**config.mk**
```make
export PLATFORM = sky130hd
export DESIGN_NAME = mult_booth_seq_flat
export DESIGN_NICKNAME = d
export VERILOG_FILES = /design/src/rtl/mult_booth_seq_if.sv /design/src/rtl/mult_booth_seq.sv /design/src/flat_wrapper.sv
export SDC_FILE = /design/constraint.sdc
export NUM_CORES = 1
export LEC_CHECK = 0
export CAP_MARGIN = 20
export CORE_ASPECT_RATIO = 1.25
export CORE_MARGIN = 2
export CORE_UTILIZATION = 38
export DETAILED_ROUTE_END_ITERATION = 16
export MAX_ROUTING_LAYER = met4
export SYNTH_ARGS = -nofsm -noshare
export SYNTH_HDL_FRONTEND = slang
export SYNTH_SLANG_ARGS = --single-unit
```
**constraint.sdc**
```tcl
create_clock -name clock -period 5.3 [get_ports clock]
set_clock_uncertainty 0.05 [all_clocks]
set_input_delay 0.795 -clock clock [delete_from_list [all_inputs] [get_ports clock]]
set_output_delay 0.795 -clock clock [all_outputs]
set_load 0.005 [all_outputs]
```
**src/rtl/mult_booth_seq_if.sv**
```systemverilog
// Handshake and data bundle between the execute stage and the sequential Booth multiplier.
interface mult_booth_seq_if #(
  parameter int WIDTH = 32
);
  logic [WIDTH-1:0] data_operandA;
  logic [WIDTH-1:0] data_operandB;
  logic             ctrl_MULT;
  logic [WIDTH-1:0] data_result;
  logic             data_exception;
  logic             data_resultRDY;
  logic             busy;

  modport master (
    output data_operandA,
    output data_operandB,
    output ctrl_MULT,
    input  data_result,
    input  data_exception,
    input  data_resultRDY,
    input  busy
  );

  modport slave (
    input  data_operandA,
    input  data_operandB,
    input  ctrl_MULT,
    output data_result,
    output data_exception,
    output data_resultRDY,
    output busy
  );
endinterface

```
**src/rtl/mult_booth_seq.sv**
```systemverilog
// Sequential radix-2 Booth multiplier: one add/sub/skip plus arithmetic shift per cycle,
// returning the low WIDTH product bits and a signed-overflow flag.
module mult_booth_seq #(
  parameter int WIDTH = 32,
  parameter int CNT_W = 6
) (
  input  logic                  clock,
  input  logic                  reset,
  mult_booth_seq_if.slave       bus
);

  typedef enum logic [1:0] {
    IDLE = 2'd0,
    RUN  = 2'd1,
    DONE = 2'd2
  } state_t;

  state_t           state_r;
  state_t           state_next_s;

  logic [WIDTH:0]   m_r;
  logic [WIDTH:0]   a_r;
  logic [WIDTH-1:0] q_r;
  logic             q1_r;
  logic [CNT_W-1:0] cnt_r;

  logic             start_s;
  logic             last_s;
  logic [WIDTH:0]   sum_s;
  logic [WIDTH:0]   a_shift_s;
  logic [WIDTH-1:0] q_shift_s;

  logic [WIDTH-1:0] result_r;
  logic             exception_r;
  logic             rdy_r;
  logic             busy_r;
  logic [WIDTH-1:0] result_next_s;
  logic             exception_next_s;
  logic             rdy_next_s;
  logic             busy_next_s;

  // Product overflows when its upper half is not a pure sign extension of the lower half.
  function automatic logic upper_not_sign(input logic [WIDTH-1:0] upper, input logic sign);
    return (upper != {WIDTH{sign}});
  endfunction

  assign start_s = bus.ctrl_MULT && (state_r != RUN);
  assign last_s  = (state_r == RUN) && (cnt_r == CNT_W'(WIDTH - 1));

  // Booth add/subtract/skip followed by the arithmetic shift of {A,Q,q_1}.
  always_comb begin
    case ({q_r[0], q1_r})
      2'b01:   sum_s = a_r + m_r;
      2'b10:   sum_s = a_r + ~m_r + {{WIDTH{1'b0}}, 1'b1};
      default: sum_s = a_r;
    endcase
    a_shift_s = {sum_s[WIDTH], sum_s[WIDTH:1]};
    q_shift_s = {sum_s[0], q_r[WIDTH-1:1]};
  end

  // State register.
  always_ff @(posedge clock) begin
    if (reset) begin
      state_r <= IDLE;
    end else begin
      state_r <= state_next_s;
    end
  end

  // Next-state logic.
  always_comb begin
    state_next_s = state_r;
    case (state_r)
      IDLE: begin
        if (start_s) state_next_s = RUN;
        else         state_next_s = IDLE;
      end
      RUN: begin
        if (last_s) state_next_s = DONE;
        else        state_next_s = RUN;
      end
      DONE: begin
        if (start_s) state_next_s = RUN;
        else         state_next_s = IDLE;
      end
      default: state_next_s = IDLE;
    endcase
  end

  // Output next values; result and flag only move on the final iteration.
  always_comb begin
    busy_next_s = (state_next_s == RUN);
    if (last_s) begin
      result_next_s    = q_shift_s;
      exception_next_s = upper_not_sign(a_shift_s[WIDTH-1:0], q_shift_s[WIDTH-1]);
      rdy_next_s       = 1'b1;
    end else begin
      result_next_s    = result_r;
      exception_next_s = exception_r;
      rdy_next_s       = 1'b0;
    end
  end

  // Registered outputs.
  always_ff @(posedge clock) begin
    if (reset) begin
      result_r    <= {WIDTH{1'b0}};
      exception_r <= 1'b0;
      rdy_r       <= 1'b0;
      busy_r      <= 1'b0;
    end else begin
      result_r    <= result_next_s;
      exception_r <= exception_next_s;
      rdy_r       <= rdy_next_s;
      busy_r      <= busy_next_s;
    end
  end

  // Datapath: operand load on start, one Booth iteration per RUN cycle.
  always_ff @(posedge clock) begin
    if (reset) begin
      m_r   <= {(WIDTH+1){1'b0}};
      a_r   <= {(WIDTH+1){1'b0}};
      q_r   <= {WIDTH{1'b0}};
      q1_r  <= 1'b0;
      cnt_r <= {CNT_W{1'b0}};
    end else if (start_s) begin
      m_r   <= {bus.data_operandA[WIDTH-1], bus.data_operandA};
      a_r   <= {(WIDTH+1){1'b0}};
      q_r   <= bus.data_operandB;
      q1_r  <= 1'b0;
      cnt_r <= {CNT_W{1'b0}};
    end else if (state_r == RUN) begin
      a_r   <= a_shift_s;
      q_r   <= q_shift_s;
      q1_r  <= q_r[0];
      cnt_r <= cnt_r + {{(CNT_W-1){1'b0}}, 1'b1};
    end else begin
      m_r   <= m_r;
      a_r   <= a_r;
      q_r   <= q_r;
      q1_r  <= q1_r;
      cnt_r <= cnt_r;
    end
  end

  assign bus.data_result    = result_r;
  assign bus.data_exception = exception_r;
  assign bus.data_resultRDY = rdy_r;
  assign bus.busy           = busy_r;

endmodule

```
**src/flat_wrapper.sv**
```systemverilog
// flat-port wrapper written by rule: the top's interface ports become plain ports
module mult_booth_seq_flat 
#(
  parameter int WIDTH = 32,
  parameter int CNT_W = 6
)
  (clock, reset, bus_data_operandA, bus_data_operandB, bus_ctrl_MULT, bus_data_result, bus_data_exception, bus_data_resultRDY, bus_busy);
  mult_booth_seq_if #(.WIDTH(WIDTH)) bus_i ();
  input  logic clock;
  input  logic reset;
  input wire logic [$bits(bus_i.data_operandA)-1:0] bus_data_operandA;
  input wire logic [$bits(bus_i.data_operandB)-1:0] bus_data_operandB;
  input wire logic [$bits(bus_i.ctrl_MULT)-1:0] bus_ctrl_MULT;
  output wire logic [$bits(bus_i.data_result)-1:0] bus_data_result;
  output wire logic [$bits(bus_i.data_exception)-1:0] bus_data_exception;
  output wire logic [$bits(bus_i.data_resultRDY)-1:0] bus_data_resultRDY;
  output wire logic [$bits(bus_i.busy)-1:0] bus_busy;
  assign bus_i.data_operandA = bus_data_operandA;
  assign bus_i.data_operandB = bus_data_operandB;
  assign bus_i.ctrl_MULT = bus_ctrl_MULT;
  assign bus_data_result = bus_i.data_result;
  assign bus_data_exception = bus_i.data_exception;
  assign bus_data_resultRDY = bus_i.data_resultRDY;
  assign bus_busy = bus_i.busy;
  mult_booth_seq #(.WIDTH(WIDTH), .CNT_W(CNT_W)) u_core (.clock(clock), .reset(reset), .bus(bus_i));
endmodule
```
==> out/qor_table.md, run 1 <==
| Stage | Metric | Reported |
|---|---|---|
| finish | Combined area of the multi-input logic cells | 0.00653 mm^2 |
| clock network | TritonCTS Sinks | 139 |
| placed design | Dpl hpwl | 23400 um |
| floorplan | IO Count | 102 |
| worst setup path | Cells along the critical path | inv_1 > ha_1 > fa_1 > and2b_1 > o211ai_1 > a211oi_2 > a21oi_1 > o41ai_1 > xnor2_1 > o221a_2 > nand4_1 > or4_1 > a221oi_2 > a311oi_1 |
| run | Max_cap viols | 0 |
| timing | Tcrit/Tclk final | 0.814 |
| timing | Relative slew slack | 0.290 |
| worst setup path | Highest-delay cell along the critical path | or4_1 |
| finish | Filler cells | 2682 |
| synthesis | Register bit total from synthesis | 139 |
| floorplan | Die outline area | 0.0275 mm^2 |
| clock network | Clock-pin transition on the worst setup and hold timing paths | 0.07 ns |
| timing | Worst Hold Margin | 0.404 ns |
| synthesis | Number of enable flip-flop cells after synthesis | 0 |
| pwr | Pwr per Cell Area | 271 mW/mm^2 |
| grt | GR Overflow Total | 0 |
| synthesis | Sequential fraction of the synthesis area | 0.279 |
| pwr | Static leakage | 4.58 nW |
| synthesis | Main synth FF type | dfxtp_1 |
| worst setup path | Register-to-register setup slack | 0.99 ns |
| pwr | Peak supply drop | 0.202 mV |
| finish | Number of diodes added for antenna fixing | 0 |
| floorplan | Height of the die | 185 um |
| drt | Detailed-routed wire length on met2 | 15600 um |
| drt | Met1 wire length | 13700 um |
| timing | RSZ-0062 raised after global routing | false |
| clock network | Number of buffers inserted to repair setup after CTS | 0 |
| worst setup path | Worst setup path end | u_core.bus.data_exception |
| clock network | Num CTS Buffers | 17 |
| drt | Via total after detailed routing | 9819 |
| timing | Period minus WS final | 4.31 ns |
| worst setup path | Signal arrival time at the worst endpoint | 4.55 ns |
| drt | DR WL/cell | 18.7 um |
| grt | Maximum number of pins on one net before global-route repair | 90 |
| synthesis | Number of distinct library cell variants in the gate-level netlist after synthesis | 93 |
| worst setup path | Crit Path Category | flop to flop |
| floorplan | Core Box Area | 0.0259 mm^2 |
| worst setup path | Worst reg2reg path depth | 14 |
| timing | Hold violation count in the final report | 0 |
| floorplan | Standard-cell row count | 66 |
| floorplan | Initial Utilization | 0.384 |
| drt | First-pass iteration count of the detailed router | 7 |
| worst setup path | Worst-path fanout max | 6 |
| worst setup path | Launch point of the worst reg-to-reg path | u_core.a_r[0] |
| clock network | CTS tree | yes |
| worst setup path | Required time at the endpoint of the critical path | 5.54 ns |
| drt | Post-route ant nets | 0 |
| synthesis | Post-Syn Nets | 1467 |
| clock network | Deepest clock path buffer count | 2 |
| drt | DRC violations left | 0 |
| worst setup path | Largest incremental delay on the critical path | 0.51 ns |
| placed design | Setup WS pre-CTS | 1.02 ns |
| grt | Initial antenna violation count | 0 |
| drt | Top Metal Used | met4 |
| timing | Max-slew violations | 0 |
| timing | Worst-margin pin slew | 1.07 ns |
| timing | Achievable frequency | 232 MHz |
| drt | Post-Route WL | 32300 um |
| worst setup path | Crit path capture type | flop |
| worst setup path | Reg2reg end | u_core.bus.data_exception |
| clock network | Clock Root Buffer | clkbuf_16 |
| drt | Starting DRC count in detailed routing | 611 |
| timing | Final setup slack of the worst path | 0.988 ns |
| clock network | Quantity of gates resized following cts | 0 |
| synthesis | Synth Cell Area | 0.00996 mm^2 |
| worst hold path | Hold Crit Class | flop to flop |
| finish | Layout overhead on the synthesized area | 17.3% |
| grt | Wire length of the first global-routing pass | 51900 um |
| finish | Share of layout cells above drive strength 1 | 0.0603 |
| synthesis | Number of standard cells after synthesis | 1331 |
| clock network | Deepest level of the CTS H-tree | 4 |
| grt | Overall routing resource usage | 0.245 |
| worst setup path | Kind of start point of the critical path | flop |
| worst setup path | Setup crit start | u_core.a_r[0] |
| clock network | CTS hold repair buffers | 0 |
| timing | Setup violation total in the final timing report | 0 |
| pwr | Final Total Pwr | 0.00316 W |
| floorplan | Chip Width | 149 um |
| timing | Accumulated negative setup slack | 0 ns |
| placed design | Final weighted congestion of routability-driven global placement | 0.996 |
| synthesis | Async set or reset register ratio after synthesis | 0 |
| drt | Total met3 wirelength after detailed routing | 1640 um |
| clock network | Clk_lat worst skew | 0.43 ns |
| synthesis | Average instance area after synthesis | 7.48 um^2 |
| synthesis | Yosys warnings | 0 |
| finish | Fin cells | 1732 |
| grt | Number of global-route vias before repair | 9722 |
| drt | Via density per instance | 5.67 |
| status | Outcome | finished clean |
| placed design | Number of instances in the placed design | 1700 |
| finish | Final layout net count | 1515 |
| placed design | Count of input and output buffers | 101 |
| finish | FF/Latch Area | 0.00278 mm^2 |
==> synthesized netlist by cell type, drive strengths merged (17+ instances only) <==
cell type,n,share of area
mux2i,36,0.036
clkbuf,64,0.029
nand2,211,0.080
buf,21,0.012
ha,67,0.084
nor2,142,0.054
nor2b,17,0.011
a211oi,59,0.045
inv,69,0.026
o31ai,18,0.014
nand3,20,0.010
dfxtp,139,0.28
nor3,25,0.013
o21ai,46,0.023
a21oi,144,0.073
xnor2,26,0.023
==> metal layers <==
metal | GRT usage | vias to the layer above
met1 | 0.289 | 4552
met3 | 0.0416 | 90
met2 | 0.407 | 320
met5 | - | -
met4 | 0.114 | 0
li1 | - | 4857
==> cell type report <==
class | instances | area share
Multi-Input combinational cell | 1036 | 0.559
Sequential cell | 139 | 0.238
Timing Repair Buffer | 114 | 0.0943
Clock buffer | 21 | 0.0411
Tap cell | 340 | 0.0364
Inverter | 71 | 0.0228
Clock inverter | 11 | 0.00814
==> registers in the layout, indices dropped and copies added, names as in the netlist <==
register	flops
u_core.bus.data_result	32
u_core.q1_r	1
u_core.state_r	1
u_core.bus.busy	1
u_core.a_r	32
u_core.m_r	32
u_core.q_r	32
u_core.bus.data_exception	1
u_core.cnt_r	6
u_core.bus.data_resultRDY	1
==> worst min-delay path by stage <==
stage / start / endpoint / slack (ns) / depth (start not counted)
finish: u_core.bus.data_result[9] / u_core.bus.data_result[9] / 0.40 / 2
global route: u_core.bus.data_result[12] / u_core.bus.data_result[12] / 0.42 / 2
CTS: u_core.bus.data_result[9] / u_core.bus.data_result[9] / 0.41 / 2
detailed placement: u_core.bus.data_result[20] / u_core.bus.data_result[20] / 0.40 / 2
global placement: u_core.bus.data_result[1] / u_core.bus.data_result[1] / 0.39 / 2
floorplan: u_core.q_r[31] / u_core.bus.data_result[30] / 0.39 / 2
==> per-stage QoR <==
stage	util	area, um^2
3_5_place_dp	0.428	11100
4_1_cts	0.450	11700
6_report	0.450	11700
3_3_place_gp	0.428	11100
5_1_grt	0.450	11700
2_1_floorplan	-	9960
==> report_power, final <==
part / total, W / switching (W) / internal, W
combinational: 0.000832 / 0.000516 / 0.000316
sequential: 0.00114 / 0.0000467 / 0.00110
clock: 0.00119 / 0.000523 / 0.000664
==> cell families (layout without fill, tap and decap cells) <==
group | Yosys count | in the layout | share of synthesized area
buf+inv | 156 | 217 | 0.0678
xor+xnor | 34 | 34 | 0.0299
mux | 36 | 36 | 0.0362
flops | 139 | 139 | 0.279
compound gates | 398 | 398 | 0.272
simple gates | 499 | 499 | 0.226
fa+ha+maj | 69 | 69 | 0.0882
==> critical path: cells and delay by family (launching register included) <==
kind / cells / cell delay [ns]
adder cells (fa/ha/maj): 2 / 0.63
AO/OA/AOI/OAI: 7 / 2.05
XOR/XNOR: 1 / 0.17
AND/OR/NAND/NOR: 3 / 0.82
flip-flops: 1 / 0.39
buffers and inverters: 1 / 0.06
==> cells in the final DEF, fill, tap and decap left out, types with 17 or more instances in the layout <==
cell type,Yosys,routed
nand2_1,211,211
a21oi_1,143,143
nor2_1,142,139
dfxtp_1,139,139
clkdlybuf4s50_1,0,99
inv_1,68,68
ha_1,67,67
a211oi_1,57,57
o21ai_0,44,44
mux2i_1,36,36
xnor2_1,26,26
nor3_1,24,24
nand3_1,20,20
o31ai_1,17,17
nor2b_1,17,17
clkbuf_16,0,17
Note: power is estimated with default switching activity, not from simulation.
==> run 2: changes to the inputs <==
Clock period 5.3 ns to 4.2 ns, I/O delays scaled along.
==> run 2 against run 1 <==
Net effect:
- design area grew 1.8%
- die area stayed put
- sequential power rose by 26%
- critical endpoint unchanged
- highest routed layer unchanged
==> out/qor_table.md, run 2 (same netlist as run 1, synthesis figures left out) <==
| Stage | Metric | Reported | vs previous |
|---|---|---|---|
| timing | Final setup slack of the worst path | 0.169 ns | was 0.988 ns |
| grt | Overall routing resource usage | 0.252 | was 0.245 |
| worst hold path | Startpoint of the lowest-slack hold path | u_core.bus.data_result[11] | was u_core.bus.data_result[9] |
| finish | Combined area of the multi-input logic cells | 0.00654 mm^2 | was 0.00653 mm^2 |
| run | Max_cap viols | 0 | unchanged |
| finish | Filler cells | 2685 | was 2682 |
| status | Outcome | finished clean | unchanged |
| clock network | Num CTS Buffers | 17 | unchanged |
| timing | Max-slew violations | 0 | unchanged |
| placed design | Final weighted congestion of routability-driven global placement | 0.966 | was 0.996 |
| pwr | Pwr per Cell Area | 340 mW/mm^2 | was 271 mW/mm^2 |
| grt | Number of global-route vias before repair | 9654 | was 9722 |
| finish | Share of layout cells above drive strength 1 | 0.0782 | was 0.0603 |
| clock network | Deepest clock path buffer count | 2 | unchanged |
| grt | Initial antenna violation count | 0 | unchanged |
| placed design | Setup WS pre-CTS | 0.155 ns | was 1.02 ns |
| timing | RSZ-0062 raised after global routing | false | unchanged |
| drt | Via total after detailed routing | 9957 | was 9819 |
| grt | GR Overflow Total | 0 | unchanged |
| finish | Commonest non-fill, non-tap cells in the layout | 211 x nand2_1, 142 x a21oi_1, 141 x nor2_1 | was 211 x nand2_1, 143 x a21oi_1, 139 x nor2_1, 139 x dfxtp_1, 99 x clkdlybuf4s50_1 |
| worst setup path | Worst reg2reg path depth | 14 | unchanged |
| floorplan | Height of the die | 185 um | unchanged |
| timing | Hold violation count in the final report | 0 | unchanged |
| worst setup path | Reg2reg end | u_core.bus.data_exception | unchanged |
| timing | Period minus WS final | 4.03 ns | was 4.31 ns |
| drt | DRC violations left | 0 | unchanged |
| worst setup path | Crit path capture type | flop | unchanged |
| clock network | CTS hold repair buffers | 0 | unchanged |
| placed design | Count of input and output buffers | 101 | unchanged |
| finish | Layout overhead on the synthesized area | 19.4% | was 17.3% |
| clock network | Clock-pin transition on the worst setup and hold timing paths | 0.07 ns | about the same |
| worst hold path | Hold Crit Class | flop to flop | unchanged |
| pwr | Peak supply drop | 0.290 mV | was 0.202 mV |
| worst setup path | Launch point of the worst reg-to-reg path | u_core.a_r[0] | unchanged |
| finish | FF/Latch Area | 0.00278 mm^2 | unchanged |
| worst setup path | Signal arrival time at the worst endpoint | 4.27 ns | was 4.55 ns |
| timing | Accumulated negative setup slack | 0 ns | unchanged |
| finish | Final layout net count | 1542 | was 1515 |
| worst setup path | Setup crit start | u_core.a_r[0] | unchanged |
| worst setup path | Required time at the endpoint of the critical path | 4.43 ns | was 5.54 ns |
| timing | Tcrit/Tclk final | 0.960 | was 0.814 |
| drt | Post-Route WL | 33300 um | was 32300 um |
| finish | Number of diodes added for antenna fixing | 0 | unchanged |
| timing | Relative slew slack | 0.394 | was 0.290 |
| clock network | CTS tree | yes | unchanged |
| floorplan | IO Count | 102 | unchanged |
| timing | Worst-margin pin slew | 0.909 ns | was 1.07 ns |
| worst setup path | Kind of start point of the critical path | flop | unchanged |
| drt | First-pass iteration count of the detailed router | 5 | was 7 |
| drt | DR WL/cell | 19.0 um | was 18.7 um |
| worst setup path | Register-to-register setup slack | 0.17 ns | was 0.99 ns |
| floorplan | Standard-cell row count | 66 | unchanged |
| clock network | Deepest level of the CTS H-tree | 4 | unchanged |
| drt | Via density per instance | 5.66 | was 5.67 |
| worst hold path | Worst Hold Path EP | u_core.bus.data_result[11] | was u_core.bus.data_result[9] |
| grt | Wire length of the first global-routing pass | 52900 um | was 51900 um |
| worst setup path | Worst-path fanout max | 5 | was 6 |
| floorplan | Core Box Area | 0.0259 mm^2 | unchanged |
| timing | Achievable frequency | 248 MHz | was 232 MHz |
| worst setup path | Crit Path Category | flop to flop | unchanged |
| floorplan | Initial Utilization | 0.384 | unchanged |
| finish | Most common cell after layout, fill and taps aside | nand2_1 | unchanged |
| pwr | Static leakage | 4.70 nW | was 4.58 nW |
| placed design | Dpl hpwl | 24300 um | was 23400 um |
| clock network | Clk_lat worst skew | 0.45 ns | was 0.43 ns |
| floorplan | Die outline area | 0.0275 mm^2 | unchanged |
| clock network | Number of buffers inserted to repair setup after CTS | 0 | unchanged |
| clock network | TritonCTS Sinks | 139 | unchanged |
| drt | Post-route ant nets | 0 | unchanged |
| grt | Maximum number of pins on one net before global-route repair | 87 | was 90 |
| worst hold path | Instance count along the most critical hold path | 2 | unchanged |
| timing | Setup violation total in the final timing report | 0 | unchanged |
| clock network | Clock Root Buffer | clkbuf_16 | unchanged |
| floorplan | Chip Width | 149 um | unchanged |
| drt | Starting DRC count in detailed routing | 659 | was 611 |
run 2: cell types whose count changed in the layout (fill, tap and decap cells not counted), moves of 2 or more:
| cell | delta |
|---|---|
| clkbuf_8 | -3 |
| nor2_2 | -2 |
| nor2_1 | +2 |
| inv_6 | -4 |
| clkinv_4 | +2 |
| buf_4 | +27 |
run 2: worst max-delay path by stage:
| stage | end | slack (ns) | depth (start not counted) |
|---|---|---|---|
| floorplan | u_core.bus.data_exception | 0.50 | 14 |
| global placement | u_core.bus.data_exception | 0.22 | 14 |
| detailed placement | u_core.bus.data_exception | 0.16 | 14 |
| CTS | u_core.bus.data_exception | 0.13 | 14 |
| global route | u_core.bus.data_exception | 0.01 | 15 |
| finish | u_core.bus.data_exception | 0.17 | 14 |
run 2: metal layers:
metal  track usage  up-vias  share of wire
li1              -     4914              -
met1         0.299     4664           0.43
met2         0.418      292           0.48
met3        0.0421       87          0.044
met4         0.117        0          0.044
met5             -        -              0
run 2: power by group:
group	total [W]	switching, W	internal (W)	leakage [nW]
logic	0.00110	0.000670	0.000429	3.29
clock network	0.00150	0.000659	0.000844	0.282
registers	0.00144	0.0000595	0.00138	1.14
run 2: per-stage QoR:
| step | hold WS (ns) | area [um^2] | std cells | util | total power, W |
|---|---|---|---|---|---|
| global route | 0.417 | 11900 | 1759 | 0.459 | 0.00424 |
| CTS | 0.407 | 11900 | 1759 | 0.458 | 0.00408 |
| global placement | 0.393 | 11300 | 1727 | 0.436 | 0.00255 |
| finish | 0.405 | 11900 | 1759 | 0.459 | 0.00405 |
| detailed placement | 0.398 | 11300 | 1727 | 0.436 | 0.00255 |
| floorplan | 0.391 | 9960 | 1331 | - | 0.00220 |
run 2: layout make-up:
type / count / area share
Clock buffer: 19 / 0.0373
Inverter: 71 / 0.0224
Tap cell: 340 / 0.0358
Multi-Input combinational cell: 1036 / 0.550
Clock inverter: 13 / 0.0111
Timing Repair Buffer: 141 / 0.110
Sequential cell: 139 / 0.234
run 2: worst max-delay path, cell delays in order (launching register included):
cell and delay [ns]:
dfxtp_1 0.39, ha_1 0.19, inv_1 0.06, fa_1 0.41, o21bai_2 0.21, a2111oi_2 0.12, nor3_2 0.32, o21ai_1 0.22
nor2b_1 0.19, a221o_1 0.30, o21ai_0 0.28, nand4_1 0.12, or4_1 0.51, a221oi_2 0.36, a311oi_1 0.14
run 2: what timing repair did:
item / in CTS / in global routing
resized for setup: 0 / 4
hold endpoints to repair: 0 / 0
setup endpoints to repair: 0 / 1
==> run 3: changes to the inputs <==
--- a/config.mk
+++ b/config.mk
@@ -13,2 +13,3 @@
 export MAX_ROUTING_LAYER = met4
+export REMOVE_ABC_BUFFERS = 1
 export SYNTH_ARGS = -nofsm -noshare
==> constraint.sdc (replaced) <==
create_clock -name clock -period 3.6 [get_ports clock]
set_clock_uncertainty 0.05 [all_clocks]
set_input_delay 0.72 -clock clock [delete_from_list [all_inputs] [get_ports clock]]
set_output_delay 0.72 -clock clock [all_outputs]
set_load 0.005 [all_outputs]
==> run 3 against run 2 <==
Net effect:
- the run now ends with setup timing left
- via count increased by 6.4%
- routed wire length increased by 6.0%
- cell count increased by 8.4%
- sequential share of layout area decreased by 2.5 points
- register-to-register slack got worse by 0.21 ns
- clock-buffer cell count unchanged
- combinational power increased by 45%
- sequential power increased by 17%
- critical path depth increased by 1
- fmax increased by 11%
- hold slack improved by 0.00050 ns
- first-iteration DRC count increased by 14%
- critical path type unchanged
- largest power group unchanged
==> out/qor_table.md, run 3 (same netlist as run 1, synthesis figures left out) <==
| Stage | Metric | Reported | vs previous |
|---|---|---|---|
| status | Outcome | finished, violations left | was finished clean |
| status | Failing checks | setup timing |  |
| floorplan | Chip Width | 149 um | unchanged |
| timing | Hold violation count in the final report | 0 | unchanged |
| run | Max_cap viols | 0 | unchanged |
| worst setup path | Highest-delay cell along the critical path | or4_4 | was or4_1 |
| worst setup path | Sum of buffers and inverters on the critical path | 3 | was 1 |
| clock network | TritonCTS Sinks | 139 | unchanged |
| pwr | Pwr per Cell Area | 387 mW/mm^2 | was 340 mW/mm^2 |
| worst setup path | Crit. path cell count | 15 | was 14 |
| timing | Accumulated negative setup slack | -0.0410 ns | was 0 ns |
| finish | Filler cells | 2597 | was 2685 |
| worst setup path | Launch point of the worst reg-to-reg path | u_core.m_r[3] | was u_core.a_r[0] |
| drt | Via density per instance | 5.56 | was 5.66 |
| worst setup path | Register-to-register setup slack | -0.04 ns | was 0.17 ns |
| grt | GR Overflow Total | 0 | unchanged |
| timing | Tcrit/Tclk final | 1.01 | was 0.960 |
| worst setup path | CP dominant cell by count | buf_4 |  |
| placed design | Dpl hpwl | 26700 um | was 24300 um |
| drt | Post-Route WL | 35300 um | was 33300 um |
| worst setup path | Signal arrival time at the worst endpoint | 3.91 ns | was 4.27 ns |
| worst setup path | Worst-path fanout max | 4 | was 5 |
| worst setup path | Cells along the critical path | inv_1 > ha_1 > nor2_4 > buf_4 > o211ai_2 > a31oi_4 > nor4_4 > buf_4 > o31a_1 > xnor2_1 > a31oi_2 > nand3_1 > or4_4 > a221oi_2 > a311oi_1 | was ha_1 > inv_1 > fa_1 > o21bai_2 > a2111oi_2 > nor3_2 > o21ai_1 > nor2b_1 > a221o_1 > o21ai_0 > nand4_1 > or4_1 > a221oi_2 > a311oi_1 |
| grt | Initial antenna violation count | 0 | unchanged |
| drt | Top Metal Used | met4 | unchanged |
| drt | Met1 wire length | 15100 um | was 14400 um |
| worst hold path | Instance count along the most critical hold path | 2 | unchanged |
| finish | Most common cell after layout, fill and taps aside | nand2_1 | unchanged |
| drt | Detailed-routed wire length on met2 | 17200 um | was 16000 um |
| worst setup path | Worst setup path end | u_core.bus.data_exception | unchanged |
| clock network | CTS tree | yes | unchanged |
| timing | Worst-margin pin slew | 0.608 ns | was 0.909 ns |
| placed design | Count of input and output buffers | 101 | unchanged |
| worst setup path | Setup crit start | u_core.m_r[3] | was u_core.a_r[0] |
| drt | Post-route ant nets | 0 | unchanged |
| floorplan | Height of the die | 185 um | unchanged |
| finish | Number of diodes added for antenna fixing | 0 | unchanged |
| worst setup path | Crit path capture type | flop | unchanged |
| worst setup path | Largest incremental delay on the critical path | 0.54 ns | was 0.51 ns |
| pwr | Peak supply drop | 0.371 mV | was 0.290 mV |
| drt | Starting DRC count in detailed routing | 754 | was 659 |
| drt | First-pass iteration count of the detailed router | 5 | unchanged |
| timing | Max-slew violations | 0 | unchanged |
| placed design | Final weighted congestion of routability-driven global placement | 1.02 | was 0.966 |
| grt | Number of global-route vias before repair | 10500 | was 9654 |
| worst setup path | Reg2reg end | u_core.bus.data_exception | unchanged |
| timing | Setup violation total in the final timing report | 1 | was 0 |
| clock network | Clock-pin transition on the worst setup and hold timing paths | 0.06 ns | was 0.07 ns |
| timing | Worst Hold Margin | 0.406 ns | was 0.405 ns |
| clock network | Clk_lat worst skew | 0.45 ns | about the same |
| pwr | Static leakage | 5.49 nW | was 4.70 nW |
| floorplan | Initial Utilization | 0.384 | unchanged |
| worst hold path | Hold Crit Class | flop to flop | unchanged |
| worst setup path | Worst reg2reg path depth | 15 | was 14 |
| clock network | CTS hold repair buffers | 0 | unchanged |
| finish | Layout overhead on the synthesized area | 33.9% | was 19.4% |
| grt | Maximum number of pins on one net before global-route repair | 53 | was 87 |
| worst setup path | Largest delay share family, worst path | compound AO/OA/AOI/OAI gates | unchanged |
| worst setup path | Kind of start point of the critical path | flop | unchanged |
| drt | Total met3 wirelength after detailed routing | 1990 um | was 1460 um |
| floorplan | Die outline area | 0.0275 mm^2 | unchanged |
| drt | DR WL/cell | 18.5 um | was 19.0 um |
| floorplan | Standard-cell row count | 66 | unchanged |
| grt | Wire length of the first global-routing pass | 56300 um | was 52900 um |
| timing | RSZ-0062 raised after global routing | true | was false |
| timing | Period minus WS final | 3.64 ns | was 4.03 ns |
| drt | Via total after detailed routing | 10600 | was 9957 |
| finish | Share of layout cells above drive strength 1 | 0.191 | was 0.0782 |
| clock network | Num CTS Buffers | 17 | unchanged |
| grt | Overall routing resource usage | 0.267 | was 0.252 |
| timing | Final setup slack of the worst path | -0.0410 ns | was 0.169 ns |
| timing | Achievable frequency | 275 MHz | was 248 MHz |
| floorplan | Core Box Area | 0.0259 mm^2 | unchanged |
| clock network | Deepest clock path buffer count | 2 | unchanged |
| drt | DRC violations left | 0 | unchanged |
| floorplan | IO Count | 102 | unchanged |
| clock network | Deepest level of the CTS H-tree | 4 | unchanged |
| finish | Final layout net count | 1690 | was 1542 |
| timing | Relative slew slack | 0.595 | was 0.394 |
| finish | Commonest non-fill, non-tap cells in the layout | 211 x nand2_1, 184 x buf_4, 140 x nor2_1 | was 211 x nand2_1, 142 x a21oi_1, 141 x nor2_1 |
| worst setup path | Required time at the endpoint of the critical path | 3.87 ns | was 4.43 ns |
| clock network | Clock Root Buffer | clkbuf_16 | unchanged |
| worst setup path | Crit Path Category | flop to flop | unchanged |
[run 3: changes by cell type in the layout (fill, tap and decap cells not counted), moves of 4 or more]
cell	delta
buf_4	+143
ha_1	-6
o21ai_0	-5
a21oi_1	-4
a21oi_2	+4
[run 3: cell type report]
| cell class | instances | area [um^2] | area share |
|---|---|---|---|
| multi-input combinational | 1036 | 6790 | 0.509 |
| sequential | 139 | 2790 | 0.209 |
| timing repair buffer | 289 | 2460 | 0.184 |
| inverter | 71 | 267 | 0.0200 |
| tap | 340 | 425 | 0.0319 |
| clock buffer | 19 | 433 | 0.0325 |
| clock inverter | 13 | 178 | 0.0133 |
[run 3: per-stage QoR]
stage	setup slack [ns]	instance area, um^2	instances	power (W)	util
final	-0.0410	13300	1907	0.00516	0.514
after global routing	-0.235	13300	1907	0.00539	0.514
after CTS	0.00116	13300	1906	0.00516	0.512
after detailed placement	-0.238	12400	1864	0.00319	0.477
after global placement	-0.209	12400	1864	0.00319	0.477
after floorplan	-1.81	9550	1246	0.00251	-
[run 3: report_power, final]
| part | switching, W | internal [W] |
|---|---|---|
| Combinational | 0.000867 | 0.000731 |
| Clock | 0.000780 | 0.00111 |
| Sequential | 0.0000612 | 0.00162 |
[run 3: worst reg2reg max path: stages, from the launching register on]
cell and delay, ns:
dfxtp_1 0.34, inv_1 0.05, ha_1 0.33, nor2_4 0.15, buf_4 0.12, o211ai_2 0.13, a31oi_4 0.33, nor4_4 0.11
buf_4 0.17, o31a_1 0.30, xnor2_1 0.17, a31oi_2 0.23, nand3_1 0.10, or4_4 0.54, a221oi_2 0.28, a311oi_1 0.12
[run 3: what timing repair did]
action | in CTS | in global routing
buffers inserted | 11 | 1
resized for setup | 50 | 12
pin swaps | 26 | 2
setup endpoints to repair | 1 | 2
[run 3: worst min-delay path by stage]
stage / startpoint / slack, ns / to
2_1_floorplan: u_core.q_r[31] / 0.38 / u_core.bus.data_result[30]
3_3_place_gp: u_core.bus.data_result[3] / 0.39 / u_core.bus.data_result[3]
3_5_place_dp: u_core.bus.data_result[23] / 0.40 / u_core.bus.data_result[23]
4_1_cts: u_core.bus.data_result[29] / 0.41 / u_core.bus.data_result[29]
5_1_grt: u_core.bus.data_result[26] / 0.43 / u_core.bus.data_result[26]
6_report: u_core.bus.data_result[27] / 0.41 / u_core.bus.data_result[27]
[run 3: layer usage]
metal,global-route usage,vias up
met1,0.317,4986
li1,-,5189
met2,0.449,348
met5,-,-
met3,0.0544,72
met4,0.0983,0
